**config.mk**
```make
export PLATFORM = sky130hd
export DESIGN_NAME = i2s_tdm_tx
export DESIGN_NICKNAME = d
export VERILOG_FILES = /design/src/rtl/i2s_tdm_tx_pkg.sv /design/src/rtl/i2s_bclk_gen.sv /design/src/rtl/i2s_tdm_tx.sv
export SDC_FILE = /design/constraint.sdc
export NUM_CORES = 1
export LEC_CHECK = 0
export ABC_AREA = 1
export CORE_UTILIZATION = 35
export DETAILED_ROUTE_END_ITERATION = 6
export PLACE_DENSITY = 0.53
export SYNTH_ARGS = -nofsm -noshare
export SYNTH_HDL_FRONTEND = slang
export SYNTH_SLANG_ARGS = --single-unit
```
**constraint.sdc**
```tcl
create_clock -name clk -period 6.01 [get_ports clk]
set_clock_uncertainty 0.2 [all_clocks]
set_input_delay 1.803 -clock clk [delete_from_list [all_inputs] [get_ports clk]]
set_output_delay 1.803 -clock clk [all_outputs]
set_load 0.1 [all_outputs]
```
**src/rtl/i2s_tdm_tx_pkg.sv**
```systemverilog
// Shared I2S/TDM transmitter constants, frame config payload and frame-geometry helpers.
package i2s_tdm_tx_pkg;

  localparam int unsigned POS_W    = 9;
  localparam int unsigned SHIFT_W  = 32;
  localparam int unsigned WORD_W16 = 16;
  localparam int unsigned WORD_W32 = 32;

  localparam int unsigned SLOTS_TDM0 = 2;
  localparam int unsigned SLOTS_TDM1 = 4;
  localparam int unsigned SLOTS_TDM2 = 8;
  localparam int unsigned SLOTS_TDM3 = 16;

  localparam logic FMT_I2S = 1'b0;
  localparam logic FMT_TDM = 1'b1;

  typedef struct packed {
    logic       fmt;
    logic       word_width;
    logic [1:0] tdm_num;
  } frame_cfg_t;

  localparam frame_cfg_t CFG_RESET = '{fmt: FMT_I2S, word_width: 1'b0, tdm_num: 2'd0};

  function automatic logic [5:0] slot_width(input logic word_width);
    return word_width ? 6'(WORD_W32) : 6'(WORD_W16);
  endfunction

  // I2S always carries exactly two slots regardless of tdm_num.
  function automatic logic [4:0] slot_count(input frame_cfg_t cfg);
    logic [4:0] n;
    n = 5'(SLOTS_TDM0);
    if (cfg.fmt == FMT_TDM) begin
      case (cfg.tdm_num)
        2'd0: n = 5'(SLOTS_TDM0);
        2'd1: n = 5'(SLOTS_TDM1);
        2'd2: n = 5'(SLOTS_TDM2);
        2'd3: n = 5'(SLOTS_TDM3);
        default: n = 5'(SLOTS_TDM0);
      endcase
    end
    return n;
  endfunction

  function automatic logic [POS_W-1:0] frame_last(input frame_cfg_t cfg);
    logic [POS_W:0] bits;
    bits = (POS_W+1)'(slot_count(cfg)) * (POS_W+1)'(slot_width(cfg.word_width));
    return POS_W'(bits - (POS_W+1)'(1));
  endfunction

  function automatic logic slot_start(input logic [POS_W-1:0] pos, input logic word_width);
    return word_width ? (pos[4:0] == 5'd0) : (pos[3:0] == 4'd0);
  endfunction

endpackage

```
**src/rtl/i2s_bclk_gen.sv**
```systemverilog
// Bit-clock divider: toggles bclk every div+1 clk cycles and flags the rise/fall toggles.
module i2s_bclk_gen #(
  parameter int unsigned DIV_WIDTH = 8
) (
  input  logic                 clk,
  input  logic                 rst_n,
  input  logic                 run,
  input  logic [DIV_WIDTH-1:0] div,
  output logic                 bclk,
  output logic                 rise_evt,
  output logic                 fall_evt
);

  logic [DIV_WIDTH-1:0] div_cnt_q, div_cnt_d;
  logic                 bclk_q, bclk_d;

  // Events are asserted in the cycle whose closing edge performs the toggle.
  always_comb begin
    div_cnt_d = div_cnt_q;
    bclk_d    = bclk_q;
    rise_evt  = 1'b0;
    fall_evt  = 1'b0;
    if (!run) begin
      div_cnt_d = '0;
      bclk_d    = 1'b0;
    end else if (div_cnt_q == div) begin
      div_cnt_d = '0;
      bclk_d    = !bclk_q;
      rise_evt  = !bclk_q;
      fall_evt  = bclk_q;
    end else begin
      div_cnt_d = div_cnt_q + DIV_WIDTH'(1);
    end
  end

  always_ff @(posedge clk) begin
    if (!rst_n) begin
      div_cnt_q <= '0;
      bclk_q    <= 1'b0;
    end else begin
      div_cnt_q <= div_cnt_d;
      bclk_q    <= bclk_d;
    end
  end

  assign bclk = bclk_q;

endmodule

```
**src/rtl/i2s_tdm_tx.sv**
```systemverilog
// Master-mode I2S/TDM transmitter: frame position, ws/sdata generation and per-slot load handshake.
module i2s_tdm_tx
  import i2s_tdm_tx_pkg::*;
#(
  parameter int unsigned DATA_WIDTH = 32,
  parameter int unsigned DIV_WIDTH  = 8
) (
  input  logic                  clk,
  input  logic                  rst_n,
  input  logic                  enable,
  input  logic                  fmt,
  input  logic                  word_width,
  input  logic [1:0]            tdm_num,
  input  logic [DIV_WIDTH-1:0]  bclk_div,
  input  logic [DATA_WIDTH-1:0] s_tdata,
  input  logic                  s_tvalid,
  output logic                  s_tready,
  output logic                  bclk,
  output logic                  ws,
  output logic                  sdata,
  output logic                  frame_start,
  output logic                  underrun
);

  frame_cfg_t           cfg_q, cfg_d, cfg_in;
  logic [DIV_WIDTH-1:0] div_q, div_d;
  logic                 run_q, run_d;
  logic                 armed_q, armed_d;
  logic                 started_q, started_d;
  logic [POS_W-1:0]     pos_q, pos_d;
  logic [SHIFT_W-1:0]   shift_q, shift_d;
  logic [SHIFT_W-1:0]   tdata_w;
  logic                 ws_q, ws_d;
  logic                 sdata_q, sdata_d;
  logic                 frame_start_q, frame_start_d;
  logic                 underrun_q, underrun_d;
  logic                 load_c;
  logic                 wrap_c;
  logic                 rise_evt, fall_evt;

  assign cfg_in = '{fmt: fmt, word_width: word_width, tdm_num: tdm_num};

  i2s_bclk_gen #(
    .DIV_WIDTH(DIV_WIDTH)
  ) u_bclk_gen (
    .clk     (clk),
    .rst_n   (rst_n),
    .run     (enable && run_q),
    .div     (div_q),
    .bclk    (bclk),
    .rise_evt(rise_evt),
    .fall_evt(fall_evt)
  );

  // All serial state moves on fall events; config is only swapped on the wrap to p=0.
  always_comb begin
    run_d         = run_q;
    armed_d       = armed_q;
    started_d     = started_q;
    cfg_d         = cfg_q;
    div_d         = div_q;
    pos_d         = pos_q;
    shift_d       = shift_q;
    ws_d          = ws_q;
    sdata_d       = sdata_q;
    frame_start_d = 1'b0;
    underrun_d    = 1'b0;
    load_c        = 1'b0;
    wrap_c        = started_q && (pos_q == frame_last(cfg_q));
    tdata_w       = SHIFT_W'(s_tdata);

    if (!enable) begin
      run_d     = 1'b0;
      armed_d   = 1'b0;
      started_d = 1'b0;
      cfg_d     = CFG_RESET;
      div_d     = '0;
      pos_d     = '0;
      shift_d   = '0;
      ws_d      = 1'b0;
      sdata_d   = 1'b0;
    end else if (!run_q) begin
      run_d = 1'b1;
      cfg_d = cfg_in;
      div_d = bclk_div;
    end else begin
      if (rise_evt) armed_d = 1'b1;
      if (fall_evt && armed_q) begin
        started_d = 1'b1;
        if (wrap_c) begin
          cfg_d = cfg_in;
          div_d = bclk_div;
        end
        pos_d = (!started_q || wrap_c) ? '0 : pos_q + POS_W'(1);
        if (cfg_d.fmt == FMT_TDM) ws_d = (pos_d == '0);
        else ws_d = (pos_d >= POS_W'(slot_width(cfg_d.word_width)));
        sdata_d       = shift_q[SHIFT_W-1];
        frame_start_d = (pos_d == '0);
        // Slot boundary: the previous slot's LSB leaves now, the new word is latched behind it.
        if (slot_start(pos_d, cfg_d.word_width)) begin
          load_c = 1'b1;
          if (s_tvalid) begin
            shift_d = cfg_d.word_width ? tdata_w
                                       : {tdata_w[WORD_W16-1:0], (SHIFT_W-WORD_W16)'(0)};
          end else begin
            shift_d    = '0;
            underrun_d = 1'b1;
          end
        end else begin
          shift_d = shift_q << 1;
        end
      end
    end
  end

  always_ff @(posedge clk) begin
    if (!rst_n) begin
      run_q         <= 1'b0;
      armed_q       <= 1'b0;
      started_q     <= 1'b0;
      cfg_q         <= CFG_RESET;
      div_q         <= '0;
      pos_q         <= '0;
      shift_q       <= '0;
      ws_q          <= 1'b0;
      sdata_q       <= 1'b0;
      frame_start_q <= 1'b0;
      underrun_q    <= 1'b0;
    end else begin
      run_q         <= run_d;
      armed_q       <= armed_d;
      started_q     <= started_d;
      cfg_q         <= cfg_d;
      div_q         <= div_d;
      pos_q         <= pos_d;
      shift_q       <= shift_d;
      ws_q          <= ws_d;
      sdata_q       <= sdata_d;
      frame_start_q <= frame_start_d;
      underrun_q    <= underrun_d;
    end
  end

  assign s_tready    = load_c;
  assign ws          = ws_q;
  assign sdata       = sdata_q;
  assign frame_start = frame_start_q;
  assign underrun    = underrun_q;

endmodule

```
# Word level (Yosys, flattened, before mapping)
# Index checks and enable logic that the tools add are counted.
totals:
  out_inout_bits: 6
  wordCells: 78
  input_bits: 48
  regBits: 69
classes:
  n_addsub: 3
  magnitude_cmp: 1
  eq_ne: 8
  n_bitwise: 2
  mul: 1
  mux: 29
  reduce_logical: 19
ops:
  columns: ["operator", "n"]
  rows:
  - ["32-bit 2-to-1 mux", 3]
  - ["4-bit 2-to-1 mux", 6]
  - ["8-bit 2-to-1 mux", 3]
  - ["5-bit case mux with 4 select lines", 1]
  - ["1-bit 2-to-1 mux", 12]
  - ["6-bit 2-to-1 mux", 2]
  - ["2-bit AND reduction", 6]
  - ["9-bit by 1-bit adder with 9-bit output, second input constant", 1]
  - ["9-bit == test", 1]
  - ["9-bit by 6-bit greater-or-equal comparator with 1-bit output", 1]
  - ["9-bit zero test", 1]
  - ["5-bit by 6-bit multiplier with 9-bit output", 1]
  - ["9-bit 2-to-1 mux", 1]
  - ["9-bit by 1-bit subtractor with 9-bit output, second input constant", 1]
  - ["8-bit by 1-bit adder with 8-bit output, second input constant", 1]
  - ["8-bit == test", 1]
  - ["5-bit zero test", 1]
  - ["5-bit 2-to-1 mux", 1]
  - ["5-bit AND reduction", 1]
  - ["2-bit == test, second input constant", 2]
  - ["4-bit zero test", 1]
  - ["2-bit by 1-bit != test with 1-bit output, second input constant", 2]
  - ["4-bit AND reduction", 1]
  - ["1-bit logical AND", 3]
  - ["other kinds (7)", 9]

# Logic depth before layout (Yosys ltp)
# Gate-level depths: netlist of run 1.
logic_depth:
  depth_word: 16
  depth_mapped: 26
  mapped_depth_nobuf: 25

# By module
# A second synthesis of run 1 with hierarchy kept.
unflattened:
  cells_unflattened: 593
  hier_area_um2: 3968.8
modules_own_cells:
  columns: ["mod", "n_inst", "cells_each", "area_per_inst_um2", "seq_area_each_um2"]
  rows:
  - ["i2s_tdm_tx", 1, 519, 3453.3, 1201.2]
  - ["i2s_bclk_gen", 1, 74, 515.5, 180.2]

# Worst setup path before layout of run 1
# OpenSTA, ideal clock, no wires.
synth_timing:
  kind: "reg2out"
  startpoint: "register cfg_q[3] in the netlist's numbering"
  endpoint: "output port s_tready"
  path_buffers: 1
  path_stages_with_launch: 19
  path_slack_ns: 0.151
  t_arrival_ns: 3.856
  required_time_ns: 4.007
  cell_sequence: "dfxtp_1 > nand2_1 > nor3_1 > a31oi_1 > fa_1 > inv_1 > ha_1 > nand2_1 > nand2_1 > nor2_1 > nand3_2 > nor2_4 > nand3_2 > nand2_2 > nand2_4 > nand2_2 > nand2_4 > buf_2 > nor2_1"
synth_via:
  elab_chain_len: 14
  word_cells_on_any_way: 18
  cone_classes: "1 x add/sub; 1 x mul; 1 x eq/ne; 11 x mux; 4 x reduce/logical"
synth_lines:
  columns: ["element", "line_no", "source"]
  rows:
  - ["from (decl)", "i2s_tdm_tx.sv:25", "frame_cfg_t cfg_q, cfg_d, cfg_in;"]
  - ["from (signal assigned)", "i2s_tdm_tx.sv:133", "cfg_q <= cfg_d;"]
  - ["5-bit 2-to-1 mux (*)", "i2s_tdm_tx_pkg.sv:33", "if (cfg.fmt == FMT_TDM) begin"]
  - ["5-bit by 6-bit multiplier with 9-bit output (*)", "i2s_tdm_tx_pkg.sv:47", "bits = (POS_W+1)'(slot_count(cfg)) * (POS_W+1)'(slot_width(cfg.word_width));"]
  - ["9-bit by 1-bit subtractor with 9-bit output (*)", "i2s_tdm_tx_pkg.sv:48", "return POS_W'(bits - (POS_W+1)'(1));"]
  - ["9-bit == test (*)", "i2s_tdm_tx.sv:69", "wrap_c = started_q && (pos_q == frame_last(cfg_q));"]
  - ["1-bit logical AND (*)", "i2s_tdm_tx.sv:69", null]
  - ["4-bit 2-to-1 mux", "i2s_tdm_tx.sv:90", "if (wrap_c) begin"]
  - ["4-bit 2-to-1 mux", "i2s_tdm_tx.sv:88", "if (fall_evt && armed_q) begin"]
  - ["4-bit 2-to-1 mux", "i2s_tdm_tx.sv:82", "end else if (!run_q) begin"]
  - ["4-bit 2-to-1 mux", "i2s_tdm_tx.sv:72", "if (!enable) begin"]
  - ["1-bit 2-to-1 mux (*)", "i2s_tdm_tx_pkg.sv:52", "return word_width ? (pos[4:0] == 5'd0) : (pos[3:0] == 4'd0);"]
  - ["1-bit 2-to-1 mux (*)", "i2s_tdm_tx.sv:100", "if (slot_start(pos_d, cfg_d.word_width)) begin"]
  - ["1-bit 2-to-1 mux (*)", "i2s_tdm_tx.sv:88", null]
  - ["1-bit 2-to-1 mux (*)", "i2s_tdm_tx.sv:82", null]
  - ["1-bit 2-to-1 mux (*)", "i2s_tdm_tx.sv:72", null]
  - ["to (decl)", "i2s_tdm_tx.sv:17", "output logic s_tready,"]
# Every way passes the cells marked *; elsewhere a longest branch is shown, timed or not. The select of a mux whose other input is x is not followed.

# Final worst setup path of run 1
# Same ends and word-level chain as after synthesis.

==> metrics.md, run 1 <==
| Metric | Value |
|---|---|
| Status | finished clean |
| Synth Register Bits | 69 |
| Worst path top cell family by delay | simple AND/OR/NAND/NOR gates |
| Syn nets | 622 |
| Highest clock rate | 183.0 MHz |
| Final net count | 662 |
| Post-synth EDFFs | 0 |
| Fin crit share | 90.91% |
| Die Span Y | 105.7 um |
| Crit path cell chain | nand2_1 -> nor3_1 -> a31oi_1 -> fa_1 -> inv_1 -> ha_1 -> inv_1 -> nand2_1 -> nand2_1 -> nor2_1 -> nand3_2 -> nor2_4 -> nand3_2 -> nand2_2 -> nand2_4 -> nand2_2 -> nand2_4 -> nor2_1 -> buf_12 |
| Hold buffer count at CTS | 0 |
| PwrDens | 199.1 nW/um2 |
| Critical Path RT | 4010 ps |
| Area share of and/or/nand/nor cells after synthesis | 32.55% |
| Overflow after GRT | 0 |
| Antenna violations before repair | 0 |
| CTS tree | yes |
| Pin count of the biggest net entering global routing | 53 |
| Post-CTS setup buffer count | 0 |
| Placed insts | 732 |
| Post-synthesis mux area share | 0% |
| Clock-pin slew on the worst setup and hold paths | 70 ps |
| Cell taking the most area after synthesis | dfxtp_1 |
| Adder-cell share of the synthesized area | 2.527% |
| GPL Wtd Cong | 0.8205 |
| Clock Sinks | 69 |
| Worst slew pin tran | 969.1 ps |
| Root buffer selected by CTS | clkbuf_8 |
| Worst skew pair latency | 340 ps |
| Hold_ws | 266.3 ps |
| Register area share after synthesis | 36.70% |
| Seq pwr share | 51.6% |
| Routed Antenna Nets | 0 |
| Chip Width | 105.7 um |
| CP max-delay cell | fa_1 |
| WL per Instance | 12.97 um |
| Startpoint types | flip-flop |
| Max_cap viols | 0 |
| Vias in the first global route | 3551 |
| IO Port Bufs | 53 |
| Ys async rst share | 0% |
| Rows | 37 |
| Leakage power | 1.920 nW |
| Unrepaired setup endpoints after global routing | false |
| CTS Buffer Depth | 2 |
| Worst Path Arrival | 3460 ps |
| Most frequent cells in the layout | nand2_1, a21oi_1, dfxtp_1 |
| Yosys cell types | 34 |
| Largest stage delay, worst path | 560 ps |
| Largest cells by area after synthesis | dfxtp_1, nand2_1, a21oi_1, nand3_1, inv_1 |
| Cts bufs inserted | 9 |
| Iteration-0 DRC Markers | 130 |
| Area delta synth->final | 20.15% |
| Die Area | 11170 um2 |
| Worst Path Buf+Inv | 3 |
| Ports | 54 |
| Comb power frac | 10.9% |
| N_diodes | 0 |
| Mapped Avg Cell Area | 6.638 um2 |
| Crit path max fanout | 18 |
| Ys Warns | 0 |
| Largest family of logic cells by synthesized area | simple AND/OR/NAND/NOR gates |
| 1st-pass router iterations | 4 |
| Crit Path Category | reg2out |
| Cell area after synthesis | 3764 um2 |
| Final TNS setup | 0 ps |
| Hold Fails Final Rpt | 0 |
| GRT Total Usage | 18.55% |
| Crit path time final | 5464 ps |
| DRC Markers | 0 |
| CP dominant cell by count | nand2_1 |
| Vias per std cell | 4.867 |
| CP Capture Type | output pin |
| Internal Pwr Total | 0.6633 mW |
| Core area | 10370 um2 |
| Via Count | 3636 |
| Worst Hold Class | reg2reg |
| Synth Instances | 567 |
| Final setup fails | 0 |
| Post-Synth XOR/XNOR Area | 2.560% |
| Post-synth top flop | dfxtp_1 |
| Synth Area in Compound Gates | 15.56% |
| Final wirelength | 9685 um |
| P_sw | 0.2370 mW |
| Clock power frac | 37.5% |
| Commonest non-fill, non-tap cell in the layout | nand2_1 |
| H-tree depth | 3 |
| Max VDD drop | 0.1039 mV |
| Sw frac | 26.33% |
| First-pass GRT wire length | 16670 um |
| Initial Util | 36.29% |
| Detail Placement HPWL | 6651 um |
| Ratio of cells with drive above 1 in the final layout | 6.383% |
| Slew Limit Fails | 0 |
| Top cell type's share of synthesized area | 36.70% |
| Relative slew margins | 35.19% |
| Finished Layout Cells | 747 |
-- sequential cells by signal, summed over array words and instances (netlist names), 4 cells and up --
| register | cells |
|---|---|
| cfg_q | 4 |
| u_bclk_gen.div_cnt_q | 8 |
| shift_q | 32 |
| div_q | 8 |
| pos_q | 9 |
-- worst reg2reg max path, cell delays in order (launching register included) --
cell	delay (ps)
dfxtp_1	420
nand2_1	120
nor3_1	150
a31oi_1	100
fa_1	560
inv_1	40
ha_1	280
inv_1	40
nand2_1	50
nand2_1	50
nor2_1	110
nand3_2	90
nor2_4	150
nand3_2	110
nand2_2	90
nand2_4	140
inv_2	330
ha_1	330
a21oi_1	170
nand3_1	90
nor2_1	110
nand2_1	50
nand3_1	90
a21oi_1	70
-- power groups by stage --
stage                     clock network [mW]  registers, mW  logic, mW
after floorplan                            0          0.475     0.0540
after global placement                     0          0.475     0.0985
after detailed placement                   0          0.476     0.0984
after CTS                              0.346          0.465     0.0988
after global routing                   0.366          0.466      0.111
final                                  0.337          0.465     0.0981
-- final timing paths --
path | from | cells after the start | slack [ps] | end
worst max-delay path | cfg_q[3] | 19 | 550 | s_tready
worst min-delay path | armed_q | 2 | 270 | armed_q
worst max register to register | cfg_q[3] | 23 | 1930 | ws
worst min register to register | armed_q | 2 | 270 | armed_q
-- cell families (layout without fill, tap and decap cells) --
kind of cell               count (synthesis)  in the layout
and+or+nand+nor                          279            279
DFF                                       69             69
xor gates and xnor gates                  11             11
AOI/OAI and AO/OA                        112            112
other                                      1              1
adders and majority gates                  7              7
buffers and inverters                     88            132
-- Yosys cell counts, drive strengths merged (2+ instances only) --
cell,instances
inv,60
ha,6
or2,2
clkbuf,13
xor2,4
o31ai,2
xnor2,7
dfxtp,69
buf,15
a21oi,73
nand2,182
o21ai,31
nor2,27
nor3,4
nand4,7
a31oi,3
nand3,56
-- routing by layer --
layer	up-vias	GRT usage [%]	wire length (um)
met4	0	7.143	133
met3	11	3.154	430
met5	-	0	0
met1	1644	24.68	4737
li1	1906	-	-
met2	75	29.83	4383
-- through the flow --
step,setup WS [ps],power [mW],util (%),instance area [um2]
finish,546.3,0.9003,43.61,4522
global route,253.5,0.9433,43.61,4522
CTS,249.4,0.9101,43.57,4518
detailed placement,636.4,0.5741,41.98,4353
global placement,795.6,0.5740,41.98,4353
floorplan,151.4,0.5291,-,3764
-- what timing repair did --
item,in CTS,in global routing
hold endpoints to repair,0,0
endpoints found under the setup margin,0,1
resized for setup,0,1
-- final cells by class --
cell class,count,area (um2)
Fill cell,1088,5848
Multi-Input combinational cell,410,2009
Sequential cell,69,1381
Timing Repair Buffer,57,570.5
Inverter,60,225.2
Tap cell,136,170.2
Clock buffer,10,137.6
Clock inverter,5,27.53
Note: power is estimated with default switching activity, not from simulation.
==> inputs of run 2 (changes only) <==
--- a/config.mk
+++ b/config.mk
@@ -9,6 +9,7 @@
 export CORE_UTILIZATION = 35
 export DETAILED_ROUTE_END_ITERATION = 6
 export PLACE_DENSITY = 0.53
+export SLEW_MARGIN = 5
 export SYNTH_ARGS = -nofsm -noshare
 export SYNTH_HDL_FRONTEND = slang
 export SYNTH_SLANG_ARGS = --single-unit
==> constraint.sdc (replaced) <==
create_clock -name clk -period 6.01 [get_ports clk]
set_clock_uncertainty 0.2 [all_clocks]
set_input_delay 0.9015 -clock clk [delete_from_list [all_inputs] [get_ports clk]]
set_output_delay 0.9015 -clock clk [all_outputs]
set_load 0.1 [all_outputs]
==> run 2 against run 1 <==
- utilization rose by 0.43 points
- largest power group unchanged
- sequential power barely moved
- first-iteration DRC count fell by 8.5%
- highest routed layer unchanged
- largest cell class unchanged
- via count barely moved
- register-to-register slack barely moved
- critical path depth fell by 2
- routed wire length fell by 0.55%
- non-clock buffer count fell by 1
- die area did not move
- worst setup slack improved by 340 ps
==> metrics.md, run 2 (same netlist as run 1, synthesis figures left out) <==
| Metric | Value |
|---|---|
| GPL Wtd Cong | 0.7858 |
| Core area | 10370 um2 |
| Die Area | 11170 um2 |
| Final setup fails | 0 |
| Most frequent cells in the layout | nand2_1, a21oi_1, dfxtp_1 |
| Placed insts | 731 |
| Largest reg by FF count | shift_q |
| CTS Buffer Depth | 2 |
| Relative slew margins | 35.33% |
| Critical Path RT | 4910 ps |
| Overflow after GRT | 0 |
| Post-CTS setup buffer count | 0 |
| Final wirelength | 9632 um |
| Status | finished clean |
| Min-delay src | armed_q |
| Crit path cell chain | nand2_1 -> nor3_1 -> a31oi_1 -> fa_1 -> inv_1 -> ha_1 -> inv_1 -> nand2_1 -> nand3_1 -> nand2_1 -> nand2_1 -> nand2_1 -> a21oi_1 -> o41ai_2 -> nand2_4 -> nor2_1 -> buf_4 |
| Vias per std cell | 4.869 |
| Top flop regs | shift_q x32, pos_q x9 |
| Worst slew pin tran | 967.1 ps |
| Detail Placement HPWL | 6582 um |
| Fin crit share | 85.32% |
| Post-layout util | 44.04% |
| Routed Antenna Nets | 0 |
| Vias in the first global route | 3496 |
| Max FFs per register | 32 |
| GRT Total Usage | 18.36% |
| Post_cts resized | 0 |
| WL per Instance | 12.89 um |
| Iteration-0 DRC Markers | 119 |
| Slew Limit Fails | 0 |
| Worst Path Arrival | 4030 ps |
| Startpoint types | flip-flop |
| Antenna violations before repair | 0 |
| Die Span Y | 105.7 um |
| Worst r2r src | cfg_q[3] |
| 1st-pass router iterations | 4 |
| Ratio of cells with drive above 1 in the final layout | 6.219% |
| Finished Layout Cells | 747 |
| CP max-delay cell | a21oi_1 |
| Clock-pin slew on the worst setup and hold paths | 80 ps |
| Ports | 54 |
| Worst Hold Class | reg2reg |
| Max VDD drop | 0.09250 mV |
| DRC Markers | 0 |
| Worst path top cell family by delay | simple AND/OR/NAND/NOR gates |
| Unrepaired setup endpoints after global routing | false |
| PwrDens | 220.6 nW/um2 |
| Crit Path Category | reg2out |
| Via Count | 3637 |
| Pin count of the biggest net entering global routing | 43 |
| CP Capture Type | output pin |
| Clock Sinks | 69 |
| Cts bufs inserted | 9 |
| First-pass GRT wire length | 16240 um |
| Rows | 37 |
| Final TNS setup | 0 ps |
| Root buffer selected by CTS | clkbuf_8 |
| Crit path time final | 5127 ps |
| Commonest non-fill, non-tap cell in the layout | nand2_1 |
| Highest clock rate | 195.0 MHz |
| Hold buffer count at CTS | 0 |
| Crit. Startpoint | cfg_q[3] |
| Worst Path Buf+Inv | 3 |
| H-tree depth | 3 |
| N_diodes | 0 |
| Area delta synth->final | 21.34% |
| Chip Width | 105.7 um |
| Largest stage delay, worst path | 640 ps |
| IO Port Bufs | 53 |
| CTS tree | yes |
| Hold Fails Final Rpt | 0 |
| CP dominant cell by count | nand2_1 |
| Max_cap viols | 0 |
| Fill cells | 1129 |
| Leakage power | 1.933 nW |
| Initial Util | 36.29% |
| Worst skew pair latency | 350 ps |
| Crit path max fanout | 34 |
| Final net count | 661 |
## run 2: power breakdown
part,total (mW),internal [mW],switching [mW]
Combinational,0.0985,0.0466,0.0519
Clock,0.444,0.256,0.188
Sequential,0.465,0.461,0.00394
Total,1.01,0.764,0.244
## run 2: per-layer routing
metal | global-route usage (%) | vias up | routed length, um
met5 | 0 | - | 0
met4 | 7.143 | 0 | 131
met3 | 3.896 | 13 | 344
met2 | 29.46 | 56 | 4325
met1 | 24.01 | 1662 | 4830
li1 | - | 1906 | -
## run 2: final timing paths
| path | slack [ps] | depth (start not counted) | endpoint |
|---|---|---|---|
| setup / recovery | 880 | 17 | s_tready |
| hold / removal | 270 | 2 | armed_q |
| setup reg to reg | 1930 | 22 | ws |
| hold reg to reg | 270 | 2 | armed_q |
## run 2: final cells by class
class | instances | area (um2) | area share [%]
well taps | 136 | 170.2 | 3.726
clock inverters | 5 | 82.58 | 1.808
flip-flops and latches | 69 | 1381 | 30.25
multi-input cells | 410 | 2006 | 43.92
repair buffers | 56 | 550.5 | 12.05
inverters | 60 | 225.2 | 4.932
clock buffers | 11 | 151.4 | 3.315
## run 2: tightest hold or removal path, delay by kind of cell, from the launching register on
kind	cells	cell delay, ps
DFF	1	320
buffers and inverters	1	50
AOI/OAI and AO/OA	1	50
## run 2: through the flow
stage	setup slack [ps]	hold slack, ps	total power, mW	cell area (um2)
2_1_floorplan	1053	241.5	0.5291	3764
3_3_place_gp	1384	249.4	0.5736	4333
3_5_place_dp	1218	259.6	0.5743	4333
4_1_cts	819.5	271.6	1.018	4567
5_1_grt	394.3	303.2	1.053	4567
6_report	882.5	265.1	1.008	4567
